$ cat src/rtl/i2c_temp_target.sv
// I2C target exposing a temperature snapshot, an ID byte and a bank of writable
// registers behind a 4-bit auto-incrementing pointer.
`timescale 1ns/1ps
module i2c_temp_target #(
    parameter logic [6:0] DEV_ADDR = 7'h4B,
    parameter logic [7:0] DEV_ID   = 8'hCB
) (
    input  logic        clk,
    input  logic        reset_n,
    input  logic        scl_i,
    input  logic        sda_i,
    output logic        sda_oe,
    input  logic [15:0] temp_in,
    output logic [7:0]  config_out,
    output logic        busy,
    output logic        wr_stb,
    output logic [3:0]  wr_addr,
    output logic [7:0]  wr_data
);

    localparam logic [3:0] IDLE      = 4'd0,
                           ADDR      = 4'd1,
                           ADDR_ACK  = 4'd2,
                           PTR       = 4'd3,
                           PTR_ACK   = 4'd4,
                           WDATA     = 4'd5,
                           WDATA_ACK = 4'd6,
                           RDATA     = 4'd7,
                           RDATA_ACK = 4'd8,
                           WAIT      = 4'd9;

    logic [2:0]  scl_sync, sda_sync;
    logic [3:0]  state, bit_cnt, pointer;
    logic [7:0]  shreg, tx, rd_byte;
    logic [7:0]  regs [16];
    logic [15:0] snapshot;
    logic        rw, nack;

    // Stages [1:0] synchronize; stage [2] is the previous value for edge detection.
    always_ff @(posedge clk or negedge reset_n) begin
        if (!reset_n) begin
            scl_sync <= 3'b111;
            sda_sync <= 3'b111;
        end else begin
            scl_sync <= {scl_sync[1:0], scl_i};
            sda_sync <= {sda_sync[1:0], sda_i};
        end
    end

    logic scl_s, scl_d, sda_s, sda_d;
    logic scl_rise, scl_fall, start_det, stop_det, writable;

    assign scl_s     = scl_sync[1];
    assign scl_d     = scl_sync[2];
    assign sda_s     = sda_sync[1];
    assign sda_d     = sda_sync[2];
    assign scl_rise  = scl_s & ~scl_d;
    assign scl_fall  = ~scl_s & scl_d;
    assign start_det = scl_s & scl_d & sda_d & ~sda_s;
    assign stop_det  = scl_s & scl_d & ~sda_d & sda_s;
    assign writable  = (pointer >= 4'h3) && (pointer != 4'hB);

    // NOTE: every variable assigned in always_comb gets a default first so no latch is inferred.
    always_comb begin
        rd_byte = regs[pointer];
        case (pointer)
            4'h0:    rd_byte = snapshot[15:8];
            4'h1:    rd_byte = snapshot[7:0];
            4'h2:    rd_byte = 8'h00;
            4'hB:    rd_byte = DEV_ID;
            default: ;
        endcase
    end

    assign config_out = regs[3];

    // NOTE: sequential state uses non-blocking assignments only, so every flop samples pre-edge values.
    always_ff @(posedge clk or negedge reset_n) begin
        if (!reset_n) begin
            state    <= IDLE;
            bit_cnt  <= '0;
            pointer  <= '0;
            shreg    <= '0;
            tx       <= '0;
            snapshot <= '0;
            rw       <= 1'b0;
            nack     <= 1'b0;
            sda_oe   <= 1'b0;
            busy     <= 1'b0;
            wr_stb   <= 1'b0;
            wr_addr  <= '0;
            wr_data  <= '0;
            // NOTE: the register bank is built from flops with a defined reset value, not RAM.
            for (int i = 0; i < 16; i++) regs[i] <= 8'h00;
        end else begin
            wr_stb <= 1'b0;
            if (start_det) begin
                state    <= ADDR;
                bit_cnt  <= '0;
                sda_oe   <= 1'b0;
                snapshot <= temp_in;
            end else if (stop_det) begin
                state   <= IDLE;
                bit_cnt <= '0;
                sda_oe  <= 1'b0;
                busy    <= 1'b0;
            end else begin
                case (state)
                    ADDR, PTR, WDATA: begin
                        if (scl_rise && bit_cnt != 4'd8) begin
                            shreg   <= {shreg[6:0], sda_s};
                            bit_cnt <= bit_cnt + 4'd1;
                        end else if (scl_fall && bit_cnt == 4'd8) begin
                            bit_cnt <= '0;
                            if (state == ADDR) begin
                                if (shreg[7:1] == DEV_ADDR) begin
                                    state  <= ADDR_ACK;
                                    sda_oe <= 1'b1;
                                    busy   <= 1'b1;
                                    rw     <= shreg[0];
                                end else begin
                                    state <= WAIT;
                                    busy  <= 1'b0;
                                end
                            end else if (state == PTR) begin
                                pointer <= shreg[3:0];
                                sda_oe  <= 1'b1;
                                state   <= PTR_ACK;
                            end else begin
                                if (writable) begin
                                    regs[pointer] <= shreg;
                                    wr_stb        <= 1'b1;
                                    wr_addr       <= pointer;
                                    wr_data       <= shreg;
                                end
                                pointer <= pointer + 4'd1;
                                sda_oe  <= 1'b1;
                                state   <= WDATA_ACK;
                            end
                        end
                    end
                    ADDR_ACK: if (scl_fall) begin
                        bit_cnt <= '0;
                        if (rw) begin
                            state  <= RDATA;
                            tx     <= rd_byte;
                            sda_oe <= ~rd_byte[7];
                        end else begin
                            state  <= PTR;
                            sda_oe <= 1'b0;
                        end
                    end
                    PTR_ACK, WDATA_ACK: if (scl_fall) begin
                        state  <= WDATA;
                        sda_oe <= 1'b0;
                    end
                    RDATA: if (scl_fall) begin
                        if (bit_cnt == 4'd7) begin
                            state   <= RDATA_ACK;
                            sda_oe  <= 1'b0;
                            pointer <= pointer + 4'd1;
                        end else begin
                            tx      <= {tx[6:0], 1'b0};
                            sda_oe  <= ~tx[6];
                            bit_cnt <= bit_cnt + 4'd1;
                        end
                    end
                    RDATA_ACK: begin
                        if (scl_rise) nack <= sda_s;
                        if (scl_fall) begin
                            bit_cnt <= '0;
                            if (!nack) begin
                                state  <= RDATA;
                                tx     <= rd_byte;
                                sda_oe <= ~rd_byte[7];
                            end else begin
                                state  <= WAIT;
                                sda_oe <= 1'b0;
                            end
                        end
                    end
                    default: ;
                endcase
            end
        end
    end

endmodule
$ cat config.mk
export PLATFORM = sky130hd
export DESIGN_NAME = i2c_temp_target
export DESIGN_NICKNAME = d
export VERILOG_FILES = /design/src/rtl/i2c_temp_target.sv
export SDC_FILE = /design/constraint.sdc
export NUM_CORES = 1
export LEC_CHECK = 0
export ABC_AREA = 0
export CORE_MARGIN = 10
export CORE_UTILIZATION = 25
export CTS_CLUSTER_DIAMETER = 40
export DETAILED_ROUTE_END_ITERATION = 6
export DONT_BUFFER_PORTS = 1
export REMOVE_ABC_BUFFERS = 1
export SYNTH_ARGS = -nofsm -noshare
export SYNTH_HDL_FRONTEND = slang
export SYNTH_SLANG_ARGS = --single-unit
$ cat constraint.sdc
create_clock -name clk -period 2.56 [get_ports clk]
set_clock_uncertainty 0.1 [all_clocks]
set_input_delay 0.256 -clock clk [delete_from_list [all_inputs] [get_ports clk]]
set_output_delay 0.256 -clock clk [all_outputs]
set_load 0.01 [all_outputs]
# ---- Word level (Yosys, flattened, before mapping)
# Index checks and enable logic that the tools add are counted.
dict set report op_classes {
  addsub 2
  mul 0
  div 0
  n_lt_le_gt_ge 3
  n_eq_ne 38
  shifts 0
  mux 72
  n_bitwise 19
  reduce_logical 25
}
# cell count
set op_table {}
lappend op_table {{bitwise mux 128 bit} 1}
lappend op_table {{two-way mux 4 bit} 25}
lappend op_table {{two-way mux 7 bit} 6}
lappend op_table {{inequality test 4 bit (second input constant)} 10}
lappend op_table {{binary-select mux 8 bit (select 4 bit)} 1}
lappend op_table {{demux 8 bit (select 4 bit)} 1}
lappend op_table {{case mux 8 bit (4 select lines)} 1}
lappend op_table {{AND reduction 8 bit} 4}
lappend op_table {{two-way mux 1 bit} 27}
lappend op_table {{two-way mux 8 bit} 3}
lappend op_table {{inequality test 2 bit (second input constant)} 11}
lappend op_table {{case mux 7 bit (3 select lines)} 1}
lappend op_table {{== test 4 x 3 -> 1 bit (second input constant)} 5}
lappend op_table {{case mux 4 bit (5 select lines)} 1}
lappend op_table {{== test 4 x 2 -> 1 bit (second input constant)} 3}
lappend op_table {{== test 4 bit (second input constant)} 3}
lappend op_table {{case mux 4 bit (3 select lines)} 1}
lappend op_table {{inverter 1 bit} 11}
lappend op_table {{inequality test 5 bit (second input constant)} 2}
lappend op_table {{AND reduction 5 bit} 2}
lappend op_table {{AND reduction 9 bit} 1}
lappend op_table {{adder 4 x 1 -> 4 bit (second input constant)} 2}
lappend op_table {{== test 4 x 1 -> 1 bit (second input constant)} 2}
lappend op_table {{case mux 4 bit (2 select lines)} 1}
lappend op_table {{other kinds (20)} 34}
dict set report totals {
  register_bits 194
  latch_bits 0
  ramBits 0
  romBits 0
  inputBits 20
  output_inout_bits 23
  elab_cells 190
  mem_count 0
}

# ---- Longest topological paths before layout
dict set report logic_depth {
  depth_word 11
  mapped_depth 10
  mapped_depth_nobuf 7
}

# ---- Least setup slack after synthesis
# No wires, ideal clock.
dict set report synth_timing {
  path_kind {register -> register}
  start {reg pointer[0]}
  end {reg tx[5]}
  setup_time_ns 0.065
  arrival_time_ns 2.456
  required_time_ns 2.395
  slack_ns -0.061
  path_stages_with_launch 11
  path_buffers 3
  synth_period_minus_slack_ns 2.621
  cell_sequence {dfrtp_1 > buf_2 > clkbuf_1 > inv_1 > ha_1 > clkbuf_1 > or4_1 > a21oi_1 > nand2_1 > o2111ai_1 > o211a_1}
}
dict set report synth_between {
  elab_chain_len 8
  word_cells_on_any_way 14
  cone_classes {eq/ne (3); mux (9); bitwise (1); reduce/logical (1)}
}
# element line
set synth_rtl {}
lappend synth_rtl {{from (decl)} 33} ;# logic [3:0] state, bit_cnt, pointer;
lappend synth_rtl {{from (signal assigned)} 126} ;# pointer <= shreg[3:0];
lappend synth_rtl {{from (signal assigned)} 136} ;# pointer <= pointer + 4'd1;
lappend synth_rtl {{from (signal assigned)} 161} ;# pointer <= pointer + 4'd1;
lappend synth_rtl {{inverter 4 -> 5 bit (not written as such)} 65} ;# rd_byte = regs[pointer];
lappend synth_rtl {{binary-select mux 8 bit (select 4 bit)} 65}
lappend synth_rtl {{two-way mux 8 bit (not written as such) (2 in a row)} 65}
lappend synth_rtl {{case mux 8 bit (4 select lines) (*)} 66} ;# case (pointer)
lappend synth_rtl {{two-way mux 7 bit (on tied branches)} {172, 144}}
lappend synth_rtl {{two-way mux 7 bit (on tied branches)} {170, 142}}
lappend synth_rtl {{case mux 7 bit (3 select lines) (*)} 108} ;# case (state)
lappend synth_rtl {{to (signal assigned)} 146} ;# tx <= rd_byte;
lappend synth_rtl {{to (signal assigned)} 163} ;# tx <= {tx[6:0], 1'b0};
lappend synth_rtl {{to (signal assigned)} 174} ;# tx <= rd_byte;
lappend synth_rtl {{to (decl)} 34} ;# logic [7:0] shreg, tx, rd_byte;
# Every way passes the cells marked *; elsewhere a longest branch is shown, timed or not. The select of a mux whose other input is x is not followed.
# A chain may end at the register's enable or synchronous reset.

# ---- Final worst setup path
dict set report layout_timing {
  start {reg bit_cnt[0]}
  end {reg state[1]}
}
dict set report layout_between {
  elab_chain_len 4
  word_cells_on_any_way 9
  cone_classes {eq/ne (6); reduce/logical (3)}
}
# element line
set layout_rtl {}
lappend layout_rtl {{from (decl)} 33}
lappend layout_rtl {{from (signal assigned)} 112} ;# bit_cnt <= bit_cnt + 4'd1;
lappend layout_rtl {{from (signal assigned)} 165} ;# bit_cnt <= bit_cnt + 4'd1;
lappend layout_rtl {{== test 4 bit / inequality test 4 bit (equally long branches)} {113, 110}}
lappend layout_rtl {{logical AND 1 bit (on tied branches)} {113, 110}}
lappend layout_rtl {{inequality test 4 bit (no line)} n/a}
lappend layout_rtl {{AND reduction 8 bit (no line) (*)} n/a}
lappend layout_rtl {{to (signal assigned)} 117} ;# state <= ADDR_ACK;
lappend layout_rtl {{to (signal assigned)} 122} ;# state <= WAIT;
lappend layout_rtl {{to (signal assigned)} 128} ;# state <= PTR_ACK;
lappend layout_rtl {{to (decl)} 33}
# Every way passes the cells marked *; elsewhere a longest branch is shown, timed or not.

==> impl_metrics.toml <==
[status]
status = "finished with violations"
violations = "negative hold slack"

[worst_setup_path]
path_class = "flop to flop"
type_of_origin_of_the_critical_path = "flop"
critical_path.cell_chain = "inv_1, ha_1, nand3b_1, buf_4, a311oi_1, o21ai_0, nand2_1, mux2_2"
cpMaxStageDelayCell = "sky130_fd_sc_hd__dfrtp_1"
crit_fanout = 4
cp-end-kind = "flop"
critical_path.max_stage_delay_ps = 410
cp_data_arrival_time_ps = 2650
path_buf_inv = 2
cp_data_required_time_ps = 2790
crit_family = "compound AO/OA/AOI/OAI gates"

[place]
dpl.hpwl_um = 15490
buffer_ports.inserted = 0
detailedPlace.worstSlack_ps = 89.17
placed_area_um2 = 9913
gpl.final_weighted_congestion = 0.9049

[routing]
antenna_left = 0
wirelength_um = 23450
route.detailed.drc = 0
viasPerCell = 4.890
drt-initial-drc-count = 474
route.vias.total = 5863
post_drt_wl_per_cell_um = 19.56
drtPass1Iterations = 5

[synth]
yosysWarnings = 0
synth_area_per_cell_um2 = 13.25
post_synth_edffs = 0
yosysTopAreaCell = "sky130_fd_sc_hd__dfrtp_1"
yosys.area.top_type_share_pct = 50.85
most_used_dff_post_synth = "sky130_fd_sc_hd__dfrtp_1"
syn-cell-area_um2 = 9251
synth.ff_latch_count = 194
postSynthCellCount = 698
synth.area.top_cells = "sky130_fd_sc_hd__dfrtp_1 (51%), sky130_fd_sc_hd__mux2_2 (18%), sky130_fd_sc_hd__mux4_2 (7.5%), sky130_fd_sc_hd__dfstp_2 (1.7%), sky130_fd_sc_hd__clkbuf_1 (1.5%)"
share_of_the_yosys_chip_area_belonging_to_registers_pct = 52.56
post_synth_num_cell_types = 67
asyncSetResetFlopFracSynth_pct = 100.0
synth.top_cells.by_count = "sky130_fd_sc_hd__dfrtp_1 (188), sky130_fd_sc_hd__mux2_2 (148), sky130_fd_sc_hd__clkbuf_1 (38)"
yosys.cell_count.top_type = "sky130_fd_sc_hd__dfrtp_1"

[sta]
final-setup-viol-count = 0
max_slew.worst_pin.slew_ps = 816.2
finalMaxSlewViolations = 0
clock.fmax_ghz = 0.4120
fin_ws_ps = 133.0
setup-tns-final_ps = 0
period_minus_slack_ps = 2427
worst_hold_slack_across_all_endpoints_ps = -574.8
final.period_utilization_pct = 94.80
timing.max_slew.rel_slack_pct = 45.59
hold_viol_final = 194
rsz0062_at_grt = "no"

[power_and_ir_drop]
irDropWorstVdd_mv = 0.3947
power_per_cell_area_nw_per_um2 = 831.0
p_leak_nw = 4.889

[grt]
global_route.usage.met3_pct = 2.518
grt-busiest-layer = "met2"
grtUsageTotal_pct = 10.61
grtUsageMet2_pct = 16.64
grt_first_pass_wirelength_um = 36780
grt_overflow_total = 0
largest_net_degree_at_the_start_of_global_routing = 195
antenna_found_initial = 0
first_global_vias = 5996
use_met1_pct = 14.15

[floorplanning]
i_o_pins = 43
overall_die_width_um = 212.4
fp.dieArea_um2 = 45100
row_count = 70
die_h_um = 212.4
initial_utilization_pct = 25.33
placeableCoreArea_um2 = 36520

[clock_network]
number_of_levels_in_the_clock_h_tree = 4
clk_transition_reported_paths_ps = 80
number_of_sinks_on_the_clock_net = 194
clockBufferDepth = 2
numCtsBuffers = 17
cts_hold_buffers = 18
cts_root_buffer_type = "sky130_fd_sc_hd__clkbuf_16"
cts_tree = "yes"
source_to_sink_clock_delay_at_the_later_pin_of_the_worst_skew_pair_ps = 440

[final_layout]
finalInstanceArea_um2 = 10760
multi_input_comb_area_um2 = 4106
final_net_count = 744
layout_utilization_pct = 29.47
syn2layout_area_growth_pct = 16.32
layout.area.seq_um2 = 4865
n_antenna_cell = 0
fillCellCount = 3632
post_route_cells_drive_above_1_share_pct = 39.40

[job]
count_of_max_cap_constraint_violations = 0

[min_path]
min-delay-path-class = "input pin to asynchronous set/reset pin"
-- worst paths after layout --
path	end	slack (ps)	cells after the start	from
min in group clk	sda_sync[0]$_DFF_PN1_	270	1	sda_i
hold / removal	regs[121]$_DFFE_PN0P_	-570	0	reset_n
setup reg to reg	state[1]$_DFFE_PN0P_	130	8	bit_cnt[0]$_DFFE_PN0P_
max in group asynchronous	scl_sync[2]$_DFF_PN1_	2620	0	reset_n
setup / recovery	state[1]$_DFFE_PN0P_	130	8	bit_cnt[0]$_DFFE_PN0P_
hold reg to reg	scl_sync[1]$_DFF_PN1_	270	0	scl_sync[0]$_DFF_PN1_
-- layout by cell type, fill, tap and decap left out, types with 4 or more instances in the layout --
master                          instances
sky130_fd_sc_hd__nand2_1               27
sky130_fd_sc_hd__nand3b_1               8
sky130_fd_sc_hd__dlygate4sd3_1         18
sky130_fd_sc_hd__mux2_4                 8
sky130_fd_sc_hd__dfstp_2                6
sky130_fd_sc_hd__nor2_1                25
sky130_fd_sc_hd__nor2b_1                6
sky130_fd_sc_hd__nand2b_1              10
sky130_fd_sc_hd__o21ai_0               23
sky130_fd_sc_hd__nand3_1               17
sky130_fd_sc_hd__dfrtp_1              186
sky130_fd_sc_hd__o211ai_1               4
sky130_fd_sc_hd__nand2_2                5
sky130_fd_sc_hd__mux4_2                31
sky130_fd_sc_hd__clkbuf_16             17
sky130_fd_sc_hd__a22oi_1                5
sky130_fd_sc_hd__nor3_1                10
sky130_fd_sc_hd__mux2_2               148
sky130_fd_sc_hd__buf_4                 43
sky130_fd_sc_hd__a21oi_1               13
sky130_fd_sc_hd__ha_1                   6
sky130_fd_sc_hd__mux2i_1               10
sky130_fd_sc_hd__inv_1                  9
sky130_fd_sc_hd__o211a_1                4
-- cell families after synthesis --
| logic type | count (synthesis) | synth area share, % |
|---|---|---|
| buffers and inverters | 71 | 3.449 |
| muxes | 197 | 27.94 |
| AOI/OAI and AO/OA | 86 | 6.478 |
| and+or+nand+nor | 141 | 8.466 |
| adders and majority gates | 7 | 0.9196 |
| DFF | 194 | 52.56 |
| xor gates and xnor gates | 2 | 0.1894 |
-- per-stage QoR --
stage / std cells / total power, mW
after detailed placement: 1149 / 6.053
after global placement: 1149 / 6.026
after floorplan: 637 / 5.032
after CTS: 1199 / 9.006
final: 1199 / 8.943
after global routing: 1199 / 9.396
-- report_power, final --
| group | leakage (nW) | internal [mW] | switching (mW) |
|---|---|---|---|
| combinational | 1.96 | 0.980 | 1.43 |
| sequential | 2.62 | 3.30 | 0.316 |
| clock | 0.309 | 1.59 | 1.32 |
| total | 4.89 | 5.88 | 3.07 |
-- metal layers --
metal / share of wire [%] / wire length [µm] / vias to the layer above
li1: - / - / 2604
met1: 45 / 10590 / 3067
met2: 47 / 11110 / 168
met3: 6.0 / 1418 / 24
met4: 1.4 / 338 / 0
met5: 0 / 0 / -
-- timing repair --
action / in CTS / in global routing
hold endpoints to repair: 212 / 194
setup endpoints to repair: 0 / 47
buffers inserted: 0 / 0
gates resized for setup: 0 / 5
-- cell type report --
class,instances,share of cell area (%)
multi-input combinational,433,38.16
tap,468,5.441
inverter,10,0.3488
sequential,194,45.20
clock inverter,15,2.035
timing repair buffer,62,4.860
clock buffer,17,3.953
-- sequential cells by signal (all words and copies together), names as in the netlist, 7 cells and up --
signal / cells
shreg: 8
tx: 7
regs: 120
config_out: 8
snapshot: 16
wr_data: 8
(Power assumes the default switching activity.)
